<file path="src/rtl/time_pack_utc.sv">
// ============================================================================
// Module   : time_pack_utc
// Brief    : Packs a Beijing-local BCD time (hh:mm:ss) into an 18-bit UTC
//            hhmmss integer by shifting 8 hours back and adding constants.
// Revision : 1.0 - initial release
// ============================================================================
`default_nettype none

module time_pack_utc (
    input  logic        clk,
    input  logic        rst_n,
    input  logic        start,
    input  logic [3:0]  shi_1,
    input  logic [3:0]  shi_2,
    input  logic [3:0]  fen_1,
    input  logic [3:0]  fen_2,
    input  logic [3:0]  miao_1,
    input  logic [3:0]  miao_2,
    output logic [17:0] shijian,
    output logic        sj_valid,
    output logic        err,
    output logic        busy
);

    typedef enum logic [2:0] {
        S_IDLE  = 3'd0,
        S_CHECK = 3'd1,
        S_HOUR  = 3'd2,
        S_MIN_T = 3'd3,
        S_MIN_U = 3'd4,
        S_SEC_T = 3'd5,
        S_SEC_U = 3'd6,
        S_DONE  = 3'd7
    } state_t;

    state_t      r_state;
    state_t      w_state_next;
    logic [1:0]  r_tmp;
    logic [3:0]  r_h1, r_h2, r_m1, r_m2, r_s1, r_s2;
    logic [17:0] r_acc;
    logic [4:0]  r_cnt;
    logic        r_err;

    logic        w_podge;
    logic [7:0]  w_h;
    logic [4:0]  w_h5;
    logic [4:0]  w_h_utc;
    logic        w_valid;
    logic        w_cnt_zero;
    logic [17:0] w_const;
    logic [3:0]  w_next_digit;

    assign w_podge    = r_tmp[0] & ~r_tmp[1];
    assign busy       = (r_state != S_IDLE);
    assign w_cnt_zero = (r_cnt == 5'd0);

    // h*10 built as h*8 + h*2 so no multiplier is inferred
    assign w_h     = {1'b0, r_h1, 3'b000} + {3'b000, r_h1, 1'b0} + {4'b0000, r_h2};
    assign w_h5    = w_h[4:0];
    assign w_h_utc = (w_h5 >= 5'd8) ? (w_h5 - 5'd8) : (w_h5 + 5'd16);
    assign w_valid = (r_h1 <= 4'd2) && (r_h2 <= 4'd9) && (w_h <= 8'd23) &&
                     (r_m1 <= 4'd5) && (r_m2 <= 4'd9) &&
                     (r_s1 <= 4'd5) && (r_s2 <= 4'd9);

    always_comb begin
        w_const      = 18'd0;
        w_next_digit = 4'd0;
        case (r_state)
            S_HOUR:  begin w_const = 18'd10000; w_next_digit = r_m1; end
            S_MIN_T: begin w_const = 18'd1000;  w_next_digit = r_m2; end
            S_MIN_U: begin w_const = 18'd100;   w_next_digit = r_s1; end
            S_SEC_T: begin w_const = 18'd10;    w_next_digit = r_s2; end
            S_SEC_U: begin w_const = 18'd1;     w_next_digit = 4'd0; end
            default: begin w_const = 18'd0;     w_next_digit = 4'd0; end
        endcase
    end

    always_comb begin
        w_state_next = r_state;
        case (r_state)
            S_IDLE:  if (w_podge) w_state_next = S_CHECK;
            S_CHECK: w_state_next = w_valid ? S_HOUR : S_DONE;
            S_HOUR:  if (w_cnt_zero) w_state_next = S_MIN_T;
            S_MIN_T: if (w_cnt_zero) w_state_next = S_MIN_U;
            S_MIN_U: if (w_cnt_zero) w_state_next = S_SEC_T;
            S_SEC_T: if (w_cnt_zero) w_state_next = S_SEC_U;
            S_SEC_U: if (w_cnt_zero) w_state_next = S_DONE;
            S_DONE:  w_state_next = S_IDLE;
            default: w_state_next = S_IDLE;
        endcase
    end

    always_ff @(posedge clk or negedge rst_n) begin
        if (!rst_n) begin
            r_state <= S_IDLE;
        end else begin
            r_state <= w_state_next;
        end
    end

    always_ff @(posedge clk or negedge rst_n) begin
        if (!rst_n) begin
            r_tmp    <= 2'b00;
            r_h1     <= 4'd0;
            r_h2     <= 4'd0;
            r_m1     <= 4'd0;
            r_m2     <= 4'd0;
            r_s1     <= 4'd0;
            r_s2     <= 4'd0;
            r_acc    <= 18'd0;
            r_cnt    <= 5'd0;
            r_err    <= 1'b0;
            shijian  <= 18'd0;
            sj_valid <= 1'b0;
            err      <= 1'b0;
        end else begin
            r_tmp    <= {r_tmp[0], start};
            sj_valid <= 1'b0;
            err      <= 1'b0;
            case (r_state)
                S_IDLE: begin
                    if (w_podge) begin
                        r_h1 <= shi_1;
                        r_h2 <= shi_2;
                        r_m1 <= fen_1;
                        r_m2 <= fen_2;
                        r_s1 <= miao_1;
                        r_s2 <= miao_2;
                    end
                end
                S_CHECK: begin
                    r_err <= ~w_valid;
                    r_acc <= 18'd0;
                    r_cnt <= w_h_utc;
                end
                S_DONE: begin
                    sj_valid <= 1'b1;
                    err      <= r_err;
                    if (!r_err) shijian <= r_acc;
                end
                default: begin
                    // Accumulate states: spend cnt cycles adding, then load the next digit
                    if (!w_cnt_zero) begin
                        r_acc <= r_acc + w_const;
                        r_cnt <= r_cnt - 5'd1;
                    end else begin
                        r_cnt <= {1'b0, w_next_digit};
                    end
                end
            endcase
        end
    end

endmodule

`default_nettype wire

</file>
<file path="config.mk">
export PLATFORM = sky130hd
export DESIGN_NAME = time_pack_utc
export DESIGN_NICKNAME = d
export VERILOG_FILES = /design/src/rtl/time_pack_utc.sv
export SDC_FILE = /design/constraint.sdc
export NUM_CORES = 1
export LEC_CHECK = 0
export CAP_MARGIN = 5
export CELL_PAD_IN_SITES_DETAIL_PLACEMENT = 0
export CELL_PAD_IN_SITES_GLOBAL_PLACEMENT = 1
export CORE_MARGIN = 2
export CORE_UTILIZATION = 25
export DETAILED_ROUTE_END_ITERATION = 12
export PLACE_DENSITY = 0.46
export SLEW_MARGIN = 10
export SYNTH_ARGS = -nofsm -noshare
export SYNTH_HDL_FRONTEND = slang
export SYNTH_SLANG_ARGS = --single-unit
</file>
<file path="constraint.sdc">
create_clock -name clk -period 3.35 [get_ports clk]
set_input_delay 0.5025 -clock clk [delete_from_list [all_inputs] [get_ports clk]]
set_output_delay 0.5025 -clock clk [all_outputs]
set_load 0.1 [all_outputs]
</file>
==> impl_results.md, run 1 <==
- Num rows: 46
- CTS Buffer Depth: 2
- Peak supply drop: about 420 µV
- Pin count of the biggest net entering global routing: 74
- Chip Height: 130.3 µm
- CTS Hold Bufs: 0
- Vias per cell: between 4 and 5
- Max-cap check violation count: 0
- Crit start category: flip-flop
- Avg Cell Area, Syn: about 11 µm²
- Worst setup path startpoint: r_state[0]$_DFFE_PN0P_
- Netlist Area Pre-Place: 0.003989 mm²
- Global-route wire length before repair: around 16 mm
- Pre-antenna DRT Iters: 4
- Layout cells sized above 1: 8.153%
- Root Buffer: clkbuf_16
- Data arrival, critical path: 3300 ps
- Status: finished clean
- Clk_skew: between 8 and 9 ps
- Ys flop type: dfrtp_1
- Max-slew violations: 0
- Reg2reg start: r_state[0]$_DFFE_PN0P_
- Grt ovf: 0
- Worst slew pin tran: between 1000 and 1500 ps
- CTS buffer count: 9
- Initial core utilization: roughly 25%
- Number of global-route vias before repair: just under 3k
- Die X: approximately 130 µm
- CTS HTree Levels: 3
- Post-DP HPWL: 7.312 mm
- Metal-1 WL: slightly below 5 mm
- EDFF count, synth: 0
- CTS Sinks: between 70 and 80
- Slew headroom: between 20 and 30%
- Power Dens Cells: 1060 mW/mm²
- Worst min path class: input pin to async pin
- Clk_lat worst skew: between 300 and 400 ps
- DR WL met3: about 370 µm
- Post-CTS sizing: 0
- Core region area: around 0.016 mm²
- Final worst slack: 317.8 ps
- Count of different cell masters after synthesis: 53
- Hold Vio Cnt, Final: 0
- Port-buffer cells: between 40 and 50
- Sequential fraction of the synthesis area: roughly 46%
- Die ar.: between 0.015 and 0.02 mm²
- Ratio of final minimum period to clock period: 90.51%
- Leakage: around 2.3 nW
- Routed wire length: approximately 10 mm
- Total negative slack: 0 ps
- Drt wl/cell: roughly 16 µm
- Initial antenna violation count: 0
- DR DRC count: 0
- DR top layer: met4
- Total global-route track usage: between 10% and 20%
- Min cycle time layout: approximately 3000 ps
- Syn Inst Count: roughly 360
- # setup viols final: 0
- Syn nets: 413
- Power, Total: ~5.3 mW
- RSZ-0062 raised after global routing: false
- Filler instances: roughly 1.6k
- Antenna Cells: 0
- IO Pins: 48
- Final net count: between 400 and 500
- CTS tree: built
- FFs w/ async S/R, synth: 100.0%
- Crit Path Max Fanout: 9
- Pre-CTS setup slack: 258.1 ps
- Total setup buffers inserted after CTS: 0
- Number of synthesized register bits: 73
- Post-route ant nets: 0
- Vias: slightly below 3k
- Worst Setup End Kind: flip-flop
- Ys Warns: 0
- Required @ worst endpoint: approximately 3600 ps
- Metal2 WL: about 4.4 mm
- Starting DRT DRC Count: 119
- Clock-pin slew on the worst setup and hold paths: 60 ps
- Crit Path Class: flip-flop to flip-flop
- Synthesis-to-finish area growth: 25.44%
- Gpl congestion: roughly 0.76
- Fmax: between 300 and 400 MHz
==> metal layers <==
layer / track usage, % / vias up
li1: - / 1443
met1: 17.99 / 1457
met2: 19.34 / 61
met3: 2.788 / 14
met4: 6.262 / 0
met5: 0 / -
==> state kept, by name (all words and copies together), names as in the netlist <==
register,count
r_h1,4
r_err,1
r_s1,4
r_s2,4
r_state,3
r_cnt,5
err,1
r_h2,4
shijian,18
r_m2,4
sj_valid,1
r_acc,18
r_tmp,2
r_m1,4
==> synth_stat cells, drive strengths merged (9+ instances only) <==
cell type  instances  area (µm²)
nor2              14       52.55
nor3              11       55.05
mux2              42       473.0
dfrtp             73        1827
nand2             28       105.1
a21oi             19       98.85
mux2i             11       110.1
o21ai             18       90.09
inv               12       45.04
nand2b             9       56.30
ha                21       262.8
==> metrics by stage <==
stage | utilization, % | cell area, µm² | hold WS [ps] | instances
floorplan | - | 3989 | 206.9 | 362
global placement | 29.96 | 4707 | 363.8 | 617
detailed placement | 29.96 | 4707 | 374.2 | 617
CTS | 31.80 | 4997 | 369.8 | 633
global route | 31.84 | 5004 | 393.7 | 633
finish | 31.84 | 5004 | 310.3 | 633
==> power breakdown <==
part	internal [mW]	switching [mW]	total, mW	leakage, nW
Combinational	1.06	1.73	2.79	1.21
Clock	0.595	0.374	0.970	0.144
Sequential	1.23	0.311	1.54	0.914
Total	2.89	2.42	5.30	2.26
==> cell usage in the layout (no fill, tap or decap), drive strengths merged, types with 8 or more instances in the layout <==
| cell type | n |
|---|---|
| buf | 8 |
| nor2 | 14 |
| mux2i | 11 |
| nor3 | 11 |
| xor2 | 8 |
| a22o | 8 |
| ha | 21 |
| a21oi | 19 |
| clkbuf | 13 |
| nand2 | 28 |
| mux2 | 42 |
| o21ai | 18 |
| clkdlybuf4s50 | 45 |
| inv | 12 |
| dfrtp | 73 |
| nand2b | 9 |
==> worst paths after layout <==
kind,to,slack (ps),cells after the start
setup / recovery,r_acc[12]$_DFFE_PN0P_,320,11
hold / removal,shijian[9]$_DFFE_PN0P_,310,1
setup reg to reg,r_acc[12]$_DFFE_PN0P_,320,11
hold reg to reg,r_tmp[1]$_DFF_PN0_,380,0
max in group asynchronous,r_state[0]$_DFFE_PN0P_,2350,1
min in group clk,r_tmp[1]$_DFF_PN0_,380,0
==> cell type report <==
type,instances,area (µm²),area share (%)
Multi-Input combinational cell,263,2059,41.16
Inverter,12,45.04,0.9002
Sequential cell,73,1828,36.53
Clock buffer,13,250.2,5.001
Clock inverter,3,40.04,0.8002
Tap cell,216,270.3,5.401
Timing Repair Buffer,53,510.5,10.20
==> worst max-delay path, cell delays in order (launching register included) <==
cell	delay [ps]
dfrtp_2	470
inv_1	160
nand2_1	110
nor2_1	50
ha_1	210
fa_1	410
a21o_1	220
a221oi_2	350
nor3_1	160
or3_1	410
a32oi_1	200
mux2i_1	220
==> logic make-up (layout without fill, tap and decap cells) <==
kind of cell	count (synthesis)	count (layout)	synth area share [%]
flip-flops	73	73	45.80
adder cells (fa/ha/maj)	24	24	8.093
AO/OA/AOI/OAI	84	84	14.37
AND/OR/NAND/NOR	89	89	11.57
buffers and inverters	26	81	2.698
multiplexers	53	53	14.62
XOR/XNOR	13	13	2.854
Power figures use the tool's default switching activity.
==> run 2: changes to the inputs <==
- ABC_AREA: default -> 1
- PLACE_DENSITY: 0.46 -> 0.48
==> impl_results.md, run 2 <==
- Status: finished clean
- Drt wl/cell: ~14 µm
- Max-slew violations: 0
- Most numerous cell in the Yosys netlist: nand2_1
- Root Buffer: clkbuf_16
- Initial antenna violation count: 0
- Crit Path Class: flip-flop to flip-flop
- Worst min path class: input pin to async pin
- EDFF count, synth: 0
- CP Cell Sequence: inv_1, nand2_1, nor2_1, ha_1, nand2_1, nand2_1, a21oi_1, nand2_1, nand2_1, nand2_1, a21oi_1, nor2_1
- Power, Total: 5.611 mW
- Clock-pin slew on the worst setup and hold paths: roughly 60 ps
- Clk_skew: around 7.3 ps
- IO Pins: 48
- Area of the multi-input gates: about 0.0020 mm²
- Ratio of final minimum period to clock period: roughly 80%
- # setup viols final: 0
- Crit Path Max Fanout: 7
- Data arrival, critical path: about 2900 ps
- FFs w/ async S/R, synth: between 90% and 100%
- CTS Buffer Depth: 2
- Total global-route track usage: a little over an eighth
- Switching Share: 49.89%
- Total negative slack: 0 ps
- Max-cap check violation count: 0
- Vias per cell: roughly 4.3
- Syn Inst Count: 495
- Leakage: 2.477 nW
- Syn nets: approximately 550
- Grt ovf: 0
- Peak supply drop: approximately 300 µV
- Clock power frac: roughly 16%
- Sequential fraction of the synthesis area: between 40 and 50%
- Starting DRT DRC Count: 151
- CTS Sinks: 73
- DR DRC count: 0
- Fmax: 377.5 MHz
- RSZ-0062 raised after global routing: false
- Layout cells sized above 1: under 10%
- Crit start category: flip-flop
- Commonest non-fill, non-tap cell in the layout: nand2_1
- Gpl congestion: around 0.81
- DP Cell Count: 754
- Total setup buffers inserted after CTS: 0
- Post-DP HPWL: about 8.2 mm
- Cell mode on critical path: nand2_1
- Count of different cell masters after synthesis: 40
- Netlist Area Pre-Place: ~0.0042 mm²
- Critical-path top delay cell: nor2_1
- FF+latch area: approximately 0.0018 mm²
- Commonest non-fill, non-tap cells in the layout: nand2_1, dfrtp_1, inv_1, clkdlybuf4s50_1, nor2_1
- Slew headroom: 33.44%
- Post-synth top cells: nand2_1, dfrtp_1, inv_1
- DP Area: 0.004840 mm²
- Final net count: around 600
- Cell taking the most area after synthesis: dfrtp_1
- Largest regs: r_acc: 18 flops, shijian: 18 flops, r_cnt: 5 flops
- Synth top area cells: dfrtp_1, nand2_1, ha_1
- Initial core utilization: ~25%
- Filler instances: between 1.5k and 2k
- Num rows: 47
- Number of synthesized register bits: between 70 and 80
- Min cycle time layout: between 2000 and 3000 ps
- Pin count of the biggest net entering global routing: 74
- Ys flop type: dfrtp_1
- Required @ worst endpoint: between 3000 and 4000 ps
- Global-route wire length before repair: 17.87 mm
- Port-buffer cells: 47
- Vias: 3333
- Top-area cell type share of the netlist area: 43.92%
- Power Dens Cells: around 1100 mW/mm²
- Die X: around 130 µm
- Chip Height: between 100 and 150 µm
- Pre-antenna DRT Iters: 4
- Internal power: around 2.8 mW
- Avg Cell Area, Syn: 8.402 µm²
- Core region area: roughly 0.016 mm²
- Final non-filler cell total: 770
- Ys Warns: 0
- Clk_lat worst skew: 340 ps
- CTS HTree Levels: 3
- P_sw: between 2 and 3 mW
- Hold Vio Cnt, Final: 0
- CTS tree: built
- Flop pwr share: approximately 27%
- CP top delay family: simple AND/OR/NAND/NOR gates
- Worst slew pin tran: about 1000 ps
- Post-CTS sizing: 0
- Die ar.: between 0.015 and 0.02 mm²
- Antenna Cells: 0
- Crit-path max cell delay: around 530 ps
- CTS Hold Bufs: 0
- Number of global-route vias before repair: 3376
- Finished layout cell area: 0.005096 mm²
- Synthesis-to-finish area growth: 22.53%
- CTS buffer count: 9
- Logic pwr share: around 57%
- Buf+Inv Stages, Crit Path: 1
- Finished Core Util: a little under a third
- Worst Setup End Kind: flip-flop
- Routed wire length: between 10 and 15 mm
- Post-route ant nets: 0
[run 2: per-stage QoR]
step / setup slack [ps] / hold slack, ps
floorplan: 1160 / 206.9
global placement: 722.8 / 361.5
detailed placement: 655.3 / 371.4
CTS: 647.4 / 356.6
global route: 404.2 / 391.2
finish: 701.1 / 322.3
[run 2: worst register-to-register path, stage by stage (launching register included)]
cell     delay, ps
dfrtp_1        470
inv_1          170
nand2_1         90
nor2_1         530
ha_1           400
nand2_1        100
nand2_1         70
a21oi_1        170
nand2_1        130
nand2_1        100
nand2_1         90
a21oi_1        160
nor2_1          60
[run 2: kinds of logic (layout without fill, tap and decap cells)]
| group | count (synthesis) | count (layout) | synth area share (%) |
|---|---|---|---|
| AOI/OAI and AO/OA | 90 | 90 | 11.91 |
| xor gates and xnor gates | 4 | 4 | 0.8425 |
| adders and majority gates | 24 | 24 | 7.762 |
| buffers and inverters | 71 | 126 | 7.431 |
| DFF | 73 | 73 | 43.92 |
| muxes | 20 | 20 | 5.415 |
| and+or+nand+nor | 213 | 213 | 22.71 |
[run 2: worst paths after layout]
check,start,slack [ps],depth (start not counted),to
max in group asynchronous,rst_n,2410,1,r_cnt[2]$_DFFE_PN0P_
setup / recovery,r_state[0]$_DFFE_PN0P_,700,12,r_acc[17]$_DFFE_PN0P_
min in group clk,r_tmp[0]$_DFF_PN0_,380,0,r_tmp[1]$_DFF_PN0_
setup reg to reg,r_state[0]$_DFFE_PN0P_,700,12,r_acc[17]$_DFFE_PN0P_
hold / removal,rst_n,320,1,r_acc[8]$_DFFE_PN0P_
hold reg to reg,r_tmp[0]$_DFF_PN0_,380,0,r_tmp[1]$_DFF_PN0_
[run 2: power by group through the flow]
stage               clock network, mW  logic, mW  registers, mW
floorplan                           0       1.99           2.03
global placement                    0       3.28           1.53
detailed placement                  0       3.29           1.54
CTS                             0.916       3.30           1.52
global route                    0.959       3.63           1.58
finish                          0.871       3.22           1.52
[run 2: final cells by class]
class	instances	share of cell area, %
Inverter	62	4.739
Tap cell	220	5.401
Clock inverter	4	0.3928
Sequential cell	73	35.85
Timing Repair Buffer	48	9.281
Multi-Input combinational cell	351	39.70
Clock buffer	12	4.640
[run 2: per-layer routing]
layer	up-vias	GRT usage, %	part of all wire [%]
li1	1719	-	-
met1	1552	16.48	46
met2	53	21.96	49
met3	9	3.793	3.3
met4	0	3.763	1.2
met5	-	0	0
==> run 3: changes to the inputs <==
- PLACE_DENSITY: 0.48 -> 0.5
- clock period: 3.35 -> 2.22 ns (I/O delays scaled with it)
==> impl_results.md, run 3 (same netlist as run 2, synthesis figures left out) <==
- Core region area: around 0.016 mm²
- Fmax: between 400 and 500 MHz
- CTS tree: built
- Power Dens Cells: around 1800 mW/mm²
- CP top delay family: adder cells
- FF+latch area: approximately 0.0018 mm²
- RSZ-0062 raised after global routing: true
- Chip Height: 133.0 µm
- Finished layout cell area: roughly 0.0059 mm²
- Drt wl/cell: 13.72 µm
- Grt ovf: 0
- Clock-pin slew on the worst setup and hold paths: 60 ps
- Crit Path Class: flip-flop to flip-flop
- Final net count: 649
- Worst min path class: flip-flop to flip-flop
- Die ar.: ~0.018 mm²
- Vias: between 3k and 4k
- Commonest non-fill, non-tap cell in the layout: nand2_1
- Largest regs: r_acc: 18 flops, shijian: 18 flops, r_cnt: 5 flops
- IO Pins: 48
- Pre-antenna DRT Iters: 4
- Commonest non-fill, non-tap cells in the layout: nand2_1, dfrtp_1, buf_4, inv_1, o21ai_0
- Cell mode on critical path: nand2_1
- Synthesis-to-finish area growth: 40.85%
- Total global-route track usage: a little over an eighth
- Data arrival, critical path: 2400 ps
- Starting DRT DRC Count: 186
- Die X: ~130 µm
- Initial core utilization: about a quarter
- Crit-path max cell delay: 530 ps
- Number of global-route vias before repair: ~3.6k
- Routed wire length: between 10 and 15 mm
- CP Cell Sequence: fa_1, fa_2, xnor2_2, buf_4, nand4_1, nand3_1, a21oi_2, nand2_1, nand2_1
- Leakage: 2.825 nW
- Post-DP HPWL: between 8 and 9 mm
- Clk_lat worst skew: ~340 ps
- Vias per cell: 4.392
- Worst slew pin tran: 450.3 ps
- Pin count of the biggest net entering global routing: between 40 and 50
- Initial antenna violation count: 0
- # setup viols final: 0
- Crit start category: flip-flop
- Filler instances: 1710
- CTS Buffer Depth: 2
- Slew headroom: roughly 70%
- Crit Path Max Fanout: 3
- Post-route ant nets: 0
- Global-route wire length before repair: approximately 18 mm
- DP Area: between 0.005 and 0.006 mm²
- Status: finished clean
- DR DRC count: 0
- Max-cap check violation count: 0
- Layout cells sized above 1: between 30% and 40%
- Buf+Inv Stages, Crit Path: 1
- CTS buffer count: 9
- Area of the multi-input gates: around 0.0023 mm²
- CTS HTree Levels: 3
- Max-slew violations: 0
- Port-buffer cells: 47
- Root Buffer: clkbuf_16
- Antenna Cells: 0
- Required @ worst endpoint: about 2500 ps
- Finished Core Util: a little over a third
- Peak supply drop: roughly 700 µV
- Critical-path top delay cell: fa_1
- Min cycle time layout: roughly 2200 ps
- Ratio of final minimum period to clock period: between 90% and 100%
- Worst Setup End Kind: flip-flop
- CTS Sinks: 73
- Hold Vio Cnt, Final: 0
- Clk_skew: 8.195 ps
- Num rows: 47
- Gpl congestion: 0.8071
run 3: cell types whose count changed in the layout (fill, tap and decap cells not counted), sizes merged:
cell,change
buf,+72
bufinv,+3
clkinv,-3
clkdlybuf4s50,-20
clkinvlp,+2
inv,+1
dlygate4sd3,+1
clkbuf,-3
run 3: routing by layer:
metal  routed length (µm)  track usage [%]
met1                 5090            16.40
met4                  172            4.659
met3                  391            3.257
met2                 5637            22.60
met5                    0                0
run 3: worst reg2reg max path, delay by kind of cell, from the launching register on:
kind                     cells  cell delay (ps)
buffers and inverters        1              150
XOR/XNOR                     1              250
adder cells (fa/ha/maj)      2              930
AO/OA/AOI/OAI                1               60
AND/OR/NAND/NOR              4              270
flip-flops                   1              400
run 3: metrics by stage:
| stage | TNS, ps | instances | total power [mW] | setup slack (ps) | hold WS [ps] |
|---|---|---|---|---|---|
| after detailed placement | -199.1 | 796 | 7.872 | -60.67 | 311.4 |
| after global placement | -33.41 | 796 | 7.822 | -28.68 | 311.4 |
| after global routing | -66.78 | 823 | 11.45 | -35.39 | 391.3 |
| after floorplan | 0 | 495 | 6.052 | 29.88 | 37.41 |
| after CTS | -29.12 | 815 | 9.754 | -25.41 | 378.7 |
| final | 0 | 823 | 10.53 | 53.29 | 378.0 |
run 3: power breakdown:
part           leakage (nW)  internal, mW  switching (mW)
Combinational          1.76          2.68            3.85
Sequential            0.906          1.89           0.412
Clock                 0.162          1.10           0.602
run 3: worst paths after layout:
path                                     start                endpoint  slack (ps)  cells past startpoint
max reg2reg                r_h1[2]$_DFFE_PN0P_    r_cnt[3]$_DFFE_PN0P_          50                      9
max                        r_h1[2]$_DFFE_PN0P_    r_cnt[3]$_DFFE_PN0P_          50                      9
min reg2reg                 r_tmp[0]$_DFF_PN0_      r_tmp[1]$_DFF_PN0_         380                      0
max in group asynchronous                rst_n  r_state[2]$_DFFE_PN0P_        1140                      3
min in group asynchronous                rst_n  shijian[4]$_DFFE_PN0P_         490                      2
min                         r_tmp[0]$_DFF_PN0_      r_tmp[1]$_DFF_PN0_         380                      0
run 3: area by class of cell:
| cell class | instances | share of cell area, % |
|---|---|---|
| inverter | 62 | 4.144 |
| timing repair buffer | 101 | 14.67 |
| multi-input combinational | 351 | 39.36 |
| clock inverter | 7 | 2.029 |
| sequential | 73 | 31.25 |
| clock buffer | 9 | 3.845 |
| tap | 220 | 4.699 |
run 3: what timing repair did:
item	in CTS	in global routing
endpoints found under the hold margin	31	0
buffers inserted	2	9
resized for setup	9	62
hold buffers	1	0
setup endpoints to repair	9	17
pin swaps	0	25
